## src/rtl/div_bcd_convert.sv

```systemverilog
`default_nettype none
// +----------------------------------------------------------------------------+
// | Module   : div_bcd_convert                                                 |
// | Purpose  : Converts the divider's binary quotient and remainder to packed  |
// |            BCD in parallel, one double-dabble step per clock, using a      |
// |            load/busy/done handshake.                                       |
// | Options  : DIV_BCD_ZERO_BLANK_EN - leading-zero digits read 4'hF           |
// | Revision : 1.0 - initial release                                           |
// +----------------------------------------------------------------------------+
module div_bcd_convert #(
    parameter int NBIT   = 16,  // input width (2..31)
    parameter int DIGITS = 5    // BCD digits, 10^DIGITS > 2^NBIT - 1
) (
    input  logic                  clk,
    input  logic                  reset,   // asynchronous, active low
    input  logic                  load,
    input  logic [NBIT-1:0]       Q_in,
    input  logic [NBIT-1:0]       R_in,
    output logic                  busy,
    output logic                  done,
    output logic [4*DIGITS-1:0]   Q_bcd,
    output logic [4*DIGITS-1:0]   R_bcd
);

    localparam int c_CNT_W = $clog2(NBIT) + 1;
    localparam int c_BCD_W = 4 * DIGITS;
    localparam int c_CAT_W = c_BCD_W + NBIT;
    localparam logic [c_CNT_W-1:0] c_LAST = c_CNT_W'(NBIT - 1);

    localparam logic [1:0] c_IDLE    = 2'd0;
    localparam logic [1:0] c_CONVERT = 2'd1;
    localparam logic [1:0] c_DONE    = 2'd2;

`ifdef DIV_BCD_ZERO_BLANK_EN
    // A cleared display shows only digit 0, everything above it blanked.
    localparam logic [c_BCD_W-1:0] c_OUT_RST = {{(DIGITS-1){4'hF}}, 4'h0};
`else
    localparam logic [c_BCD_W-1:0] c_OUT_RST = '0;
`endif

    logic [1:0]          r_state;
    logic [1:0]          w_next_state;
    logic [c_CNT_W-1:0]  r_cnt;
    logic [NBIT-1:0]     r_q_bin;
    logic [NBIT-1:0]     r_r_bin;
    logic [c_BCD_W-1:0]  r_q_bcd;
    logic [c_BCD_W-1:0]  r_r_bcd;
    logic                w_accept;
    logic                w_last;
    logic [c_CAT_W-1:0]  w_q_cat;
    logic [c_CAT_W-1:0]  w_r_cat;
    logic [c_BCD_W-1:0]  w_q_res;
    logic [c_BCD_W-1:0]  w_r_res;

    // Add 3 to every digit that is 5 or more, so the following shift carries correctly.
    function automatic logic [c_BCD_W-1:0] f_add3(input logic [c_BCD_W-1:0] bcd);
        logic [c_BCD_W-1:0] res;
        res = bcd;
        for (int i = 0; i < DIGITS; i++) begin
            if (bcd[4*i +: 4] >= 4'd5) begin
                res[4*i +: 4] = bcd[4*i +: 4] + 4'd3;
            end
        end
        return res;
    endfunction

`ifdef DIV_BCD_ZERO_BLANK_EN
    // Replace leading zero digits with the blank code; digit 0 is always shown.
    function automatic logic [c_BCD_W-1:0] f_blank(input logic [c_BCD_W-1:0] bcd);
        logic [c_BCD_W-1:0] res;
        logic               lead;
        res  = bcd;
        lead = 1'b1;
        for (int i = DIGITS - 1; i > 0; i--) begin
            if (lead && (bcd[4*i +: 4] == 4'd0)) begin
                res[4*i +: 4] = 4'hF;
            end else begin
                lead = 1'b0;
            end
        end
        return res;
    endfunction
`endif

    // A new conversion may start from any state except an in-flight one.
    assign w_accept = load && (r_state != c_CONVERT);
    assign w_last   = (r_cnt == c_LAST);

    // One double-dabble step: adjust digits, then shift {bcd,bin} left by one.
    assign w_q_cat = {f_add3(r_q_bcd), r_q_bin} << 1;
    assign w_r_cat = {f_add3(r_r_bcd), r_r_bin} << 1;

`ifdef DIV_BCD_ZERO_BLANK_EN
    assign w_q_res = f_blank(w_q_cat[c_CAT_W-1 -: c_BCD_W]);
    assign w_r_res = f_blank(w_r_cat[c_CAT_W-1 -: c_BCD_W]);
`else
    assign w_q_res = w_q_cat[c_CAT_W-1 -: c_BCD_W];
    assign w_r_res = w_r_cat[c_CAT_W-1 -: c_BCD_W];
`endif

    assign busy = (r_state == c_CONVERT);
    assign done = (r_state == c_DONE);

    // State register.
    always_ff @(posedge clk or negedge reset) begin
        if (!reset) begin
            r_state <= c_IDLE;
        end else begin
            r_state <= w_next_state;
        end
    end

    // Next-state decode.
    always_comb begin
        w_next_state = r_state;
        case (r_state)
            c_IDLE:    if (w_accept) w_next_state = c_CONVERT;
            c_CONVERT: if (w_last)   w_next_state = c_DONE;
            c_DONE:    w_next_state = w_accept ? c_CONVERT : c_IDLE;
            default:   w_next_state = c_IDLE;
        endcase
    end

    // Working registers, step counter and result registers.
    always_ff @(posedge clk or negedge reset) begin
        if (!reset) begin
            r_cnt   <= '0;
            r_q_bin <= '0;
            r_r_bin <= '0;
            r_q_bcd <= '0;
            r_r_bcd <= '0;
            Q_bcd   <= c_OUT_RST;
            R_bcd   <= c_OUT_RST;
        end else if (w_accept) begin
            r_cnt   <= '0;
            r_q_bin <= Q_in;
            r_r_bin <= R_in;
            r_q_bcd <= '0;
            r_r_bcd <= '0;
        end else if (r_state == c_CONVERT) begin
            r_cnt   <= r_cnt + 1'b1;
            r_q_bin <= w_q_cat[NBIT-1:0];
            r_r_bin <= w_r_cat[NBIT-1:0];
            r_q_bcd <= w_q_cat[c_CAT_W-1 -: c_BCD_W];
            r_r_bcd <= w_r_cat[c_CAT_W-1 -: c_BCD_W];
            if (w_last) begin
                Q_bcd <= w_q_res;
                R_bcd <= w_r_res;
            end
        end
    end

endmodule
`default_nettype wire
```

## config.mk

```make
export PLATFORM = sky130hd
export DESIGN_NAME = div_bcd_convert
export DESIGN_NICKNAME = d
export VERILOG_FILES = /design/src/rtl/div_bcd_convert.sv
export SDC_FILE = /design/constraint.sdc
export NUM_CORES = 1
export LEC_CHECK = 0
export ABC_AREA = 1
export CAP_MARGIN = 40
export CORE_MARGIN = 2
export CORE_UTILIZATION = 55
export CTS_BUF_LIST = sky130_fd_sc_hd__clkbuf_4 sky130_fd_sc_hd__clkbuf_8
export DETAILED_ROUTE_END_ITERATION = 16
export PLACE_DENSITY = 0.89
export REMOVE_ABC_BUFFERS = 1
export SLEW_MARGIN = 20
export SYNTH_ARGS = -nofsm -noshare
export SYNTH_HDL_FRONTEND = slang
export SYNTH_SLANG_ARGS = --single-unit
```

## constraint.sdc

```tcl
create_clock -name clk -period 2.9 [get_ports clk]
set_clock_uncertainty 0.05 [all_clocks]
set_input_delay 0.435 -clock clk [delete_from_list [all_inputs] [get_ports clk]]
set_output_delay 0.435 -clock clk [all_outputs]
set_load 0.03 [all_outputs]
```

======== After elaboration in Yosys (flattened, before gate mapping) ========
Cells that the tools add are included.
word-level totals
  bits in registers ....................... 119
  input port bits ......................... 35
cells by class
  add/subtract/negate cells ............... 11
  magnitude comparators ................... 10
  eq/ne operators ......................... 6
  mux-type cells .......................... 24
  bitwise logic cells ..................... 1
  reductions and logical operators ........ 5
operator list
  operator                                                number
  two-way mux 20 bit                                      4
  two-way mux 16 bit                                      4
  >= comparator 4 x 3 -> 1 bit (second input constant)    10
  adder 4 x 2 -> 4 bit (second input constant)            8
  two-way mux 4 bit                                       8
  two-way mux 5 bit                                       2
  adder 3 x 2 -> 3 bit (second input constant)            2
  two-way mux 3 bit                                       2
  one-hot mux 2 bit (3 select lines)                      1
  adder 5 x 1 -> 5 bit (second input constant)            1
  == test 5 x 4 -> 1 bit (second input constant)          1
  two-way mux 2 bit                                       2
  inequality test 2 x 1 -> 1 bit (second input constant)  2
  AND reduction 3 bit                                     1
  == test 2 x 1 -> 1 bit (second input constant)          1
  == test 2 bit (second input constant)                   1
  logical NOT 2 bit                                       1
  inequality test 2 bit (second input constant)           1
  AND reduction 2 bit                                     1
  nonzero test 2 bit                                      1
  logical AND 1 bit                                       1
  two-way mux 1 bit                                       1
  NOT 1 bit                                               1

======== Logic depth before layout (Yosys ltp) ========
  depth in word-level cells ............... 4
  mapped depth ............................ 9
  depth with buffers taken out ............ 8

======== Worst setup path before layout ========
Ideal clock, no wire load.
  path kind ............................... register to output
  from .................................... register r_state[1]
  to ...................................... output busy
  data arrival time ....................... 1.046 ns
  required time ........................... 2.415 ns
  setup slack ............................. 1.369 ns
  stages on the path, launching flop included .. 3
  cell sequence ........................... dfrtp_1 > nor2_4 > buf_1
on the way
  word-level cells in the longest chain between the ends .. 1
ends and longest elaborated chain
  item                    RTL line  RTL
  from (decl)             41        logic [1:0] r_state;
  from (signal assigned)  107       r_state <= c_IDLE;
  from (signal assigned)  109       r_state <= w_next_state;
  == test 2 x 1 -> 1 bit  101       assign busy = (r_state == c_CONVERT);
  to (decl)               19        output logic busy,
Every way passes these cells.

======== Worst setup path after layout ========
Same ends and word-level chain as after synthesis.

==> results.md <==
* Status: complete, but fails checks
* Failing checks: negative hold slack
* Ant. Diodes at 0
* Resize count post-CTS at 0
* Core Util, Final at 0.688
* Core area at 10100 um^2
* IO Count at 77
* CTS tree: built
* Placement-stage cell area at 6540 um^2
* Chip height at 105 um
* Sw Pwr at 3.60 mW
* Setup CP Type: flop to output port
* Synth-to-layout area growth at 23.2%
* First-pass GRT wire length at 22.3 mm
* Worst slack at placement at 0.793 ns
* Vias per inst at 5.53
* Peak fanout along the critical path at 10
* Critical R2R Launch: r_cnt[1]
* Sequential power share at 0.347
* Nature of the critical path startpoint: flop
* Width of the die at 105 um
* Final Wtd Congestion at 0.809
* CP endpoint: busy
* Final Instance Area at 6980 um^2
* Max Freq at 0.429 GHz
* Beginning of the critical path: r_state[1]
* Syn Std Cell Area at 5660 um^2
* CTS Buf Count at 17
* Initial antenna violation count at 0
* CP Data Arrival Time at 1.85 ns
* Maximum VDD drop at 0.455 mV
* Final min period at 2.33 ns
* Total Routing Usage GR at 0.249
* Number of synthesized flops with an enable pin at 0
* Overall Power at 8.27 mW
* CTS max path bufs at 2
* Int Power at 4.67 mW
* Fin nets at 831
* Crit Reg-Reg Endpoint: R_bcd[8]
* ANT nets after route at 0
* WL final at 13.1 mm
* Pwr dens at 1190 nW/um^2
* Endpoints failing setup at 0
* Hpwl dp at 8.65 mm
* Reg clk slew, reported paths at 0.07 ns
* Power share of the clock group at 0.198
* Yosys cell types at 22
* Pin count of the biggest net entering global routing at 57
* Final setup margin at 0.568 ns
* Vias at 5101
* Post-synth top area cell: dfrtp_1
* Tcrit/Tclk final at 0.804
* Overflow after GRT at 0
* Drt pass-1 iters at 5
* Async SR Flop Fraction at 1.00
* Port bufs at 76
* Htree depth at 4
* Cells after Synth at 698
* Max-cap violation count at 0
* Worst slew pin tran at 0.710 ns
* Clock sinks at 119
* RSZ-0062 raised after global routing: no
* FF+latch count, synth at 119
* Main synth FF type: dfrtp_1
* Slew Limit Fails at 0
* Ys Warns at 0
* DRC viols at 0
* Most common library cells after synthesis: 286 x nand2_1, 119 x dfrtp_1, 101 x nand3_1, 48 x inv_1, 23 x o21ai_0
* Row cnt at 37
* Min-delay worst type: primary input to async pin
* Clock latency at the later pin of the worst-skew pair at 0.43 ns
* Post-DR wirelength/cell at 14.2 um
* FF-to-FF path depth at 8
* Normalized max-slew margin at 0.527
* Setup total negative slack at 0 ns
* Combinational fraction of design power at 0.455
* Post-CTS Hold Fix Bufs at 0
* Sequential area share after synthesis at 0.526
* Sw frac at 0.435
* Iter 0 DRT Violations at 453
* Area contributors post-synth: dfrtp_1 53%, nand2_1 19%, nand3_1 8.9%
* Hold Slack at -0.00360 ns
* Vias in the first global route at 4958
* Hold Violations, Final at 7
* Share of cells above drive strength 1 at 0.0598
* Synth top area share at 0.526
* CP Data Required Time at 2.41 ns
* Die area at 11100 um^2
* Flop2flop setup slack at 0.78 ns
* Syn avg cell area at 8.11 um^2
* Setup bufs post-CTS at 0
* Most frequent cell after synthesis: nand2_1
* CTS root buf: clkbuf_8
* Critical path capture point type: output port
* Starting Density at 0.558
* Standby leakage power at 3.46 nW
worst min path at each step:
stage	from	to	cells after the start
2_1_floorplan	reset	Q_bcd[0]	0
3_3_place_gp	r_q_bcd[17]	r_q_bcd[17]	2
3_5_place_dp	R_bcd[9]	R_bcd[9]	2
4_1_cts	reset	r_q_bin[5]	1
5_1_grt	reset	r_q_bin[6]	1
6_report	reset	r_q_bin[7]	1
routing by layer:
layer,up-vias,part of all wire,global-route usage
met5,-,0,0
met4,0,0.022,0.116
met3,33,0.071,0.0575
met2,216,0.50,0.410
met1,2421,0.41,0.313
li1,2431,-,-
stage by stage:
stage | hold slack [ns] | cells
floorplan | 0.0894 | 672
global placement | 0.412 | 890
detailed placement | 0.414 | 891
CTS | 0.00398 | 922
global route | 0.0449 | 922
finish | -0.00360 | 922
registers in the layout, indices dropped and copies added (netlist names):
name and count:
Q_bcd 20, R_bcd 20, r_q_bcd 20, r_r_bcd 20, r_q_bin 16, r_r_bin 16, r_cnt 5, r_state 2
power by group through the flow:
stage	clock, mW	combinational, mW	sequential [mW]
floorplan	0	2.12	3.21
CTS	1.66	3.75	2.86
detailed placement	0	3.70	2.87
global route	1.73	4.20	2.96
global placement	0	3.45	2.84
finish	1.64	3.76	2.87
worst max-delay path, cell delays in order, from the launching register on:
cell and delay (ns):
dfrtp_1 0.43, nor2_4 0.26, clkdlybuf4s50_1 0.72
cell families after synthesis:
logic type / count (synthesis) / synth area share
adder cells (fa/ha/maj): 22 / 0.0486
AO/OA/AOI/OAI: 53 / 0.0522
AND/OR/NAND/NOR: 425 / 0.315
flip-flops: 119 / 0.526
buffers and inverters: 79 / 0.0579
cells in the final DEF (no fill, tap or decap), types with 2 or more instances in the layout:
cell / netlist / layout
nand4_1: 20 / 20
nand2_2: 2 / 2
o211ai_1: 3 / 3
dfrtp_1: 119 / 119
clkinv_4: 0 / 5
nand3_1: 101 / 101
clkbuf_8: 0 / 17
o21ai_1: 12 / 12
o21ai_0: 23 / 23
nor2_1: 14 / 14
clkdlybuf4s50_1: 0 / 75
o22ai_1: 13 / 13
ha_1: 22 / 22
nand2_1: 286 / 286
buf_4: 2 / 6
buf_12: 0 / 2
inv_2: 5 / 5
bufinv_16: 0 / 4
clkinvlp_4: 0 / 4
inv_1: 48 / 48
cell type report:
type / instances / area (um^2)
Clock inverter: 14 / 203
Tap cell: 136 / 170
Sequential cell: 119 / 2980
Clock buffer: 17 / 234
Timing Repair Buffer: 83 / 836
Fill cell: 746 / 3160
Inverter: 53 / 199
Multi-Input combinational cell: 500 / 2360
Note: power is estimated with default switching activity, not from simulation.
